===== config.mk =====
export PLATFORM = sky130hd
export DESIGN_NAME = indicator_bar_driver
export DESIGN_NICKNAME = d
export VERILOG_FILES = /design/src/rtl/indicator_bar_driver.sv
export SDC_FILE = /design/constraint.sdc
export NUM_CORES = 1
export LEC_CHECK = 0
export CAP_MARGIN = 5
export CORE_MARGIN = 1.5
export CORE_UTILIZATION = 40
export DETAILED_ROUTE_END_ITERATION = 12
export PLACE_DENSITY = 0.73
export REMOVE_ABC_BUFFERS = 1
export SLEW_MARGIN = 25
export SYNTH_ARGS = -nofsm -noshare
export SYNTH_HDL_FRONTEND = slang
export SYNTH_SLANG_ARGS = --single-unit

===== constraint.sdc =====
create_clock -name clk -period 3.35 [get_ports clk]
set_input_delay 0.5025 -clock clk [delete_from_list [all_inputs] [get_ports clk]]
set_output_delay 0.5025 -clock clk [all_outputs]
set_load 0.005 [all_outputs]

===== src/rtl/indicator_bar_driver.sv =====
// -----------------------------------------------------------------------------
// indicator_bar_driver
//
// Purpose:
//   Consumer end of the indicator position stream. Each accepted 5-bit
//   position (0 = silence, 31 = full scale) can raise the displayed level.
//   The level falls one step every DECAY_TICKS display ticks. An optional
//   peak marker holds the highest recent position for HOLD_TICKS ticks and
//   then falls towards the level. The result is a registered 31-segment bar.
//
// Optional feature (compile-time macro INDICATOR_PEAK_HOLD_EN):
//   defined   : peak register, hold counter and peak marker segment exist.
//   undefined : no peak state. o_peak follows the level. o_bar shows only the
//               level segments. HOLD_TICKS is only range-checked.
//
// Parameters:
//   HOLD_TICKS  (1..255) ticks the peak marker is held before it falls.
//   DECAY_TICKS (1..15)  ticks per one-step fall of the level.
//
// Ports:
//   clk        in   system clock, rising edge.
//   reset      in   synchronous, active-high reset.
//   i_valid    in   i_position is valid.
//   i_ready    out  block can accept a position (IDLE only).
//   i_position in   [4:0] indicator position.
//   i_tick     in   single-cycle display timing strobe.
//   o_bar      out  [30:0] segment n lit iff n < level, or peak marker at n.
//   o_peak     out  [4:0] current peak position (level when peak is disabled).
//   o_update   out  one-cycle pulse on the cycle o_bar takes a new value.
// -----------------------------------------------------------------------------
module indicator_bar_driver #(
  parameter int HOLD_TICKS  = 24,
  parameter int DECAY_TICKS = 2
) (
  input  logic        clk,
  input  logic        reset,
  input  logic        i_valid,
  output logic        i_ready,
  input  logic [4:0]  i_position,
  input  logic        i_tick,
  output logic [30:0] o_bar,
  output logic [4:0]  o_peak,
  output logic        o_update
);

  // Reject configurations the counters cannot hold.
  if ((HOLD_TICKS < 1) || (HOLD_TICKS > 255)) begin : g_hold_range
    $error("indicator_bar_driver: HOLD_TICKS must be in 1..255");
  end
  if ((DECAY_TICKS < 1) || (DECAY_TICKS > 15)) begin : g_decay_range
    $error("indicator_bar_driver: DECAY_TICKS must be in 1..15");
  end

  typedef enum logic {
    S_IDLE   = 1'b0,
    S_UPDATE = 1'b1
  } state_t;

  localparam logic [3:0] DECAY_LAST = 4'(DECAY_TICKS);

  // Control / level state
  state_t      state_q, state_d;
  logic [4:0]  pos_q, pos_d;
  logic [4:0]  level_q, level_d;
  logic [3:0]  decay_q, decay_d;
  logic        tick_pend_q, tick_pend_d;
  logic [3:0]  decay_inc;
  logic        accept;

  // Output stage
  logic [30:0] bar_q, bar_d;
  logic [4:0]  peak_out_q, peak_out_d;
  logic        upd_q, upd_d;

`ifdef INDICATOR_PEAK_HOLD_EN
  localparam logic [7:0] HOLD_INIT = 8'(HOLD_TICKS);

  logic [4:0]  peak_q, peak_d;
  logic [7:0]  hold_q, hold_d;

  // Level segments plus a single marker segment at peak-1.
  function automatic logic [30:0] bar_encode(input logic [4:0] level,
                                             input logic [4:0] peak);
    logic [30:0] bar;
    // Shift of 31 wraps to zero in 31 bits, so the subtraction yields all ones.
    bar = (31'h1 << level) - 31'h1;
    if (peak != 5'd0) begin
      bar[peak - 5'd1] = 1'b1;
    end
    return bar;
  endfunction
`else
  // Level segments only.
  function automatic logic [30:0] bar_encode(input logic [4:0] level);
    logic [30:0] bar;
    bar = (31'h1 << level) - 31'h1;
    return bar;
  endfunction
`endif

  // Ready is a decode of the state register, so it is registered and drops
  // for exactly the UPDATE cycle after every accept.
  assign i_ready = (state_q == S_IDLE);
  assign accept  = i_ready & i_valid;

  // ---------------------------------------------------------------------------
  // Next-state logic: handshake, update and tick processing
  // ---------------------------------------------------------------------------
  always_comb begin
    state_d     = state_q;
    pos_d       = pos_q;
    level_d     = level_q;
    decay_d     = decay_q;
    // A tick seen while one is already pending is merged into it.
    tick_pend_d = tick_pend_q | i_tick;
    decay_inc   = decay_q + 4'd1;
`ifdef INDICATOR_PEAK_HOLD_EN
    peak_d      = peak_q;
    hold_d      = hold_q;
`endif

    unique case (state_q)
      S_IDLE: begin
        if (accept) begin
          // Handshake has priority; any pending tick waits until after UPDATE.
          pos_d   = i_position;
          state_d = S_UPDATE;
        end else if (tick_pend_q) begin
          // Pending tick is consumed here; a tick arriving this same cycle
          // is still merged into the one being consumed.
          tick_pend_d = 1'b0;
          if (decay_inc >= DECAY_LAST) begin
            decay_d = 4'd0;
            if (level_q != 5'd0) begin
              level_d = level_q - 5'd1;
            end
          end else begin
            decay_d = decay_inc;
          end
`ifdef INDICATOR_PEAK_HOLD_EN
          // Compare against the post-decay level so the marker can never
          // sit below the bar.
          if (hold_q != 8'd0) begin
            hold_d = hold_q - 8'd1;
          end else if (peak_q > level_d) begin
            peak_d = peak_q - 5'd1;
          end
`endif
        end
      end

      S_UPDATE: begin
        // A position below the current level leaves everything untouched.
        if (pos_q >= level_q) begin
          level_d = pos_q;
          decay_d = 4'd0;
        end
`ifdef INDICATOR_PEAK_HOLD_EN
        if (pos_q >= peak_q) begin
          peak_d = pos_q;
          hold_d = HOLD_INIT;
        end
`endif
        state_d = S_IDLE;
      end

      default: state_d = S_IDLE;
    endcase
  end

  // ---------------------------------------------------------------------------
  // Output encoding: one cycle behind level/peak
  // ---------------------------------------------------------------------------
  always_comb begin
`ifdef INDICATOR_PEAK_HOLD_EN
    bar_d      = bar_encode(level_q, peak_q);
    peak_out_d = peak_q;
`else
    bar_d      = bar_encode(level_q);
    peak_out_d = level_q;
`endif
    upd_d = (bar_d != bar_q);
  end

  // ---------------------------------------------------------------------------
  // State registers
  // ---------------------------------------------------------------------------
  always_ff @(posedge clk) begin
    if (reset) begin
      state_q     <= S_IDLE;
      pos_q       <= 5'd0;
      level_q     <= 5'd0;
      decay_q     <= 4'd0;
      tick_pend_q <= 1'b0;
      bar_q       <= 31'd0;
      peak_out_q  <= 5'd0;
      upd_q       <= 1'b0;
    end else begin
      state_q     <= state_d;
      pos_q       <= pos_d;
      level_q     <= level_d;
      decay_q     <= decay_d;
      tick_pend_q <= tick_pend_d;
      bar_q       <= bar_d;
      peak_out_q  <= peak_out_d;
      upd_q       <= upd_d;
    end
  end

`ifdef INDICATOR_PEAK_HOLD_EN
  always_ff @(posedge clk) begin
    if (reset) begin
      peak_q <= 5'd0;
      hold_q <= 8'd0;
    end else begin
      peak_q <= peak_d;
      hold_q <= hold_d;
    end
  end
`endif

  assign o_bar    = bar_q;
  assign o_peak   = peak_out_q;
  assign o_update = upd_q;

endmodule


# --- Yosys cells after proc, flatten, opt, wreduce, memory -nomap -nowiden ---
# Index checks and enable logic that the tools add are counted.
word_totals:
  reg_bits: 53
  in_bits: 9
  out_inout_bits: 38
  elab_cells: 43
classes:
  add_sub_neg: 3
  n_lt_le_gt_ge: 2
  n_eq_ne: 6
  shift: 1
  mux: 16
  bitwise: 3
  reduce_logical: 4
ops:
  columns: ["operator", "count"]
  rows:
  - ["$ne 31x31->1", 1]
  - ["$shl 1x5->31 const A", 1]
  - ["$sub 31x1->31 const B", 1]
  - ["$mux 5", 5]
  - ["$mux 4", 4]
  - ["$pmux 5 s2", 1]
  - ["$ne 2x1->1 const B", 4]
  - ["$pmux 4 s2", 1]
  - ["$ge 5x5->1", 1]
  - ["$reduce_and 5->1", 1]
  - ["$reduce_bool 5->1", 1]
  - ["$sub 5x1->5 const B", 1]
  - ["$add 4x1->4 const B", 1]
  - ["$ge 4x2->1 const B", 1]
  - ["$mux 1", 4]
  - ["$reduce_and 3->1", 1]
  - ["$ne 2x2->1 const B", 1]
  - ["$pmux 1 s2", 1]
  - ["$reduce_and 2->1", 1]
  - ["$and 1x1->1", 1]
  - ["$not 1->1", 1]
  - ["$or 1x1->1", 1]

# --- Longest topological paths before layout ---
logic_depth:
  ltp_word: 6
  ltp_mapped: 16
  depth_no_buf: 14

# --- Least setup slack after synthesis ---
# Ideal clock, no wire load.
synth_path:
  path_kind: "reg2reg"
  startpoint: "register level_q[1]"
  endpoint: "register upd_q, in the netlist o_update"
  setup_time_ps: 139
  arrival_time_ps: 2883
  required_ps: 3211
  setup_slack_ps: 328
  stages_incl_launch_ff: 17
  path_buffers: 2
  synth_period_minus_slack_ps: 3022
  cell_sequence: "dfxtp_1 inv_1 ha_1 buf_2 inv_1 nor2_1 nand3_1 ha_1 clkbuf_1 nor2b_1 o21ai_0 nand2_1 xnor2_1 o221ai_1 nor4_1 and4_1 a41oi_1"
synth_between:
  elab_chain_len: 3
synth_rtl:
  columns: ["element", "line", "source"]
  rows:
  - ["from (decl)", "64", "logic [4:0] level_q, level_d;"]
  - ["from (signal assigned)", "201", "level_q <= level_d;"]
  - ["$shl 1x5->31", "96", "bar = (31'h1 << level) - 31'h1;"]
  - ["$sub 31x1->31", "96", null]
  - ["$ne 31x31->1", "182", "upd_d = (bar_d != bar_q);"]
  - ["to (signal assigned)", "206", "upd_q <= upd_d;"]
  - ["to (decl)", "73", "logic upd_q, upd_d;"]
# No other way between the ends.
# A chain may end at the register's enable or synchronous reset.

# --- Worst setup path after layout ---
layout_path:
  startpoint: "register level_q[0]"
  endpoint: "register upd_q, in the netlist o_update"
# Same word-level chain as after synthesis.

==> results.md <==
* Clock power share at 0.169
* FMAX at 322 MHz
* Core Box Area at 0.00868 mm2
* CP endpoint kind: flop
* Combinational family with the most area after synthesis: compound AO/OA/AOI/OAI gates
* Outcome: completed
* Initial Util at 0.412
* Pin count of the biggest net entering global routing at 37
* DP HPWL at 8150 um
* Leakage at 1.57 nW
* Fillers at 849
* Post-synth EDFFs at 0
* All-Layer GR Usage at 0.234
* Initial antenna violation count at 0
* Yosys cell types at 70
* Fraction of layout cells with a size suffix above 1 at 0.106
* CTS tree: built
* Crit path max fanout at 7
* Area growth syn-to-layout at 20.2%
* Post-DRT Antenna Nets at 0
* Total number of vias at 3,703
* # DRC at 0
* Post-Synth Adder-Cell Area at 0.0483
* Fin crit period at 3.11 ns
* Die Ht at 97.6 um
* Synth Area in XOR/XNOR at 0.0735
* Placed cell areas at 0.00419 mm2
* Maxcap violations at 0
* Sequential fraction of the synthesis area at 0.297
* Clk root buf: clkbuf_8
* Worst slew pin tran at 0.601 ns
* Relative slew slack at 0.589
* Ys async rst share at 0
* Reg power frac at 0.356
* CP arrival at 3.31 ns
* Vias in the first global route at 3,603
* Max Slew Vio Count at 0
* Power per cell area at 513 mW/mm2
* Die area at 0.00952 mm2
* WL/cell at 18.3 um
* Vias per cell at 6.09
* YS warnings at 0
* Final hold viol count at 0
* Final worst-path cycle share at 0.927
* 1st-iter DRT viols at 390
* Comb pwr share at 0.474
* Crit path kind: reg2reg
* Syn_area_per_cell at 7.89 um2
* Type of the worst min-delay path: reg2reg
* Sw Ratio at 0.397
* Clk sink count at 53
* Compound-Gate Fraction of Synth Area at 0.248
* Clock Skews at 0.0116 ns
* Nets@finish at 522
* WL final at 11,100 um
* Worst path required time at 3.55 ns
* Mapped Cells at 453
* Final GP Congestion at 1.06
* Total global routing overflow at 0
* P_int at 1.33 mW
* NetSw at 875 uW
* Standard-cell rows at 34
* Top_reg_cell synth: dfxtp_1
* PortBufs at 46
* Final setup violation count at 0
* Boundary Pins at 47
* Setup ws final at 0.244 ns
* RSZ-0062 raised after global routing: no
* CTS buffer count at 5
* Mux cell area share after synthesis at 0.0252
* Max clock buf depth at 2
* Hold slack at 0.517 ns
* Worst IR drop on VDD at 222 uV
* Reg clk slew, reported paths at 0.11 ns
* Die Width at 97.6 um
* Worst-Skew Late Latency at 0.32 ns
* First-pass GRT wire length at 17,900 um
* Setup TNS at 0 ns
* Post-Layout Inst Area at 0.00430 mm2
* Area of the mapped netlist at 0.00358 mm2
* Startpoint Class: flop
* Drt first pass iters at 5
* Simple-Gate Fraction of Synth Area at 0.247
* Final design utilization at 0.495
* Yosys reg bits at 53
* ANT cells at 0
* Post-placement setup slack at -0.0696 ns
* CTS H-Tree Depth at 2
* Hold buffers post-CTS at 0
layout by cell type, fill, tap and decap left out, types with 9 or more instances in the layout:
| cell | netlist | layout |
|---|---|---|
| a31oi_1 | 9 | 9 |
| o21ai_0 | 22 | 22 |
| xor2_1 | 13 | 13 |
| ha_1 | 13 | 12 |
| buf_4 | 0 | 26 |
| mux2i_1 | 9 | 9 |
| dfxtp_1 | 53 | 52 |
| clkdlybuf4s50_1 | 0 | 46 |
| nand3_1 | 11 | 11 |
| a21oi_1 | 31 | 31 |
| nand2_1 | 37 | 37 |
| inv_1 | 15 | 15 |
| nor3_1 | 13 | 13 |
| nor2_1 | 60 | 60 |
| xnor2_1 | 17 | 17 |
power groups by stage:
stage | sequential, mW | clock [mW] | combinational [mW]
6_report | 0.785 | 0.373 | 1.04
5_1_grt | 0.795 | 0.404 | 1.13
4_1_cts | 0.785 | 0.384 | 1.02
3_5_place_dp | 0.799 | 0 | 1.02
3_3_place_gp | 0.798 | 0 | 1.02
2_1_floorplan | 0.804 | 0 | 0.615
logic make-up after synthesis:
family	Yosys count
DFF	53
AOI/OAI and AO/OA	126
adders and majority gates	14
muxes	9
buffers and inverters	48
and+or+nand+nor	173
xor gates and xnor gates	30
sequential cells by signal, summed over array words and instances (netlist names):
name and count:
o_bar 31, level_q 5, o_peak 5, pos_q 5
decay_q 4, o_update 1, state_q 1, tick_pend_q 1
path summary, 6_finish.rpt:
check,from,end,slack (ns),depth (start not counted)
max,level_q[0],o_update,0.24,11
min,tick_pend_q,tick_pend_q,0.52,1
max reg2reg,level_q[0],o_update,0.24,11
min reg2reg,tick_pend_q,tick_pend_q,0.52,1
final cells by class:
type	instances	area, um2	share of cell area
clock buffer	5	68.8	0.0160
clock inverter	2	16.3	0.00379
inverter	16	60.1	0.0140
multi-input combinational	352	2300	0.535
sequential	53	1060	0.247
tap	108	135	0.0315
timing repair buffer	72	656	0.153
per-stage QoR:
stage	std cells	power [mW]
after global routing	608	2.33
final	608	2.20
after detailed placement	599	1.82
after CTS	607	2.19
after floorplan	421	1.42
after global placement	599	1.81
cells in the mapped netlist (3+ instances only):
cell       instances  area, um2
nor4_1             6       37.5
ha_1              13        163
mux2i_1            9       90.1
a41oi_1            3       26.3
a2111oi_0          3       26.3
and2_1             7       43.8
o211ai_1           3       22.5
dfxtp_1           53       1060
buf_1              3       11.3
o221ai_1           4       35.0
a211oi_1           6       45.0
o21ai_0           22        110
o21a_1             4       30.0
buf_2             13       65.1
buf_6              3       33.8
nor2b_1            5       31.3
a21o_1             7       52.6
nand2b_1           3       18.8
nor3_1            13       65.1
a31oi_1            9       56.3
clkbuf_1          13       48.8
nand2_1           37        139
a32oi_1            4       35.0
nand3_1           11       55.1
nor4b_1            5       43.8
inv_1             15       56.3
a21oi_1           31        155
and3_1             7       43.8
nor2_1            60        225
xor2_1            13        114
xnor2_1           17        149
what timing repair did:
action	in CTS	in global routing
pin swaps	1	1
hold endpoints to repair	0	0
gates resized for setup	0	2
setup buffers	1	1
setup endpoints to repair	1	1
metal layers:
metal  vias to the layer above  wire [um]  GRT usage  part of all wire
li1                       1719          -          -                 -
met1                      1751       4600      0.287              0.41
met2                       189       5380      0.392              0.48
met3                        44        690     0.0381             0.062
met4                         0        448      0.121             0.040
met5                         -          0          0                 0
critical path, cell delays in order, from the launching register on:
cell and delay (ns):
dfxtp_2 0.41, inv_1 0.11, ha_1 0.28, buf_4 0.20, nor3_4 0.21, nand2_1 0.24, maj3_1 0.43, o221ai_1 0.30
xnor2_1 0.26, o21ai_0 0.17, a2111oi_2 0.23, a41oi_1 0.15
Power figures use the tool's default switching activity.
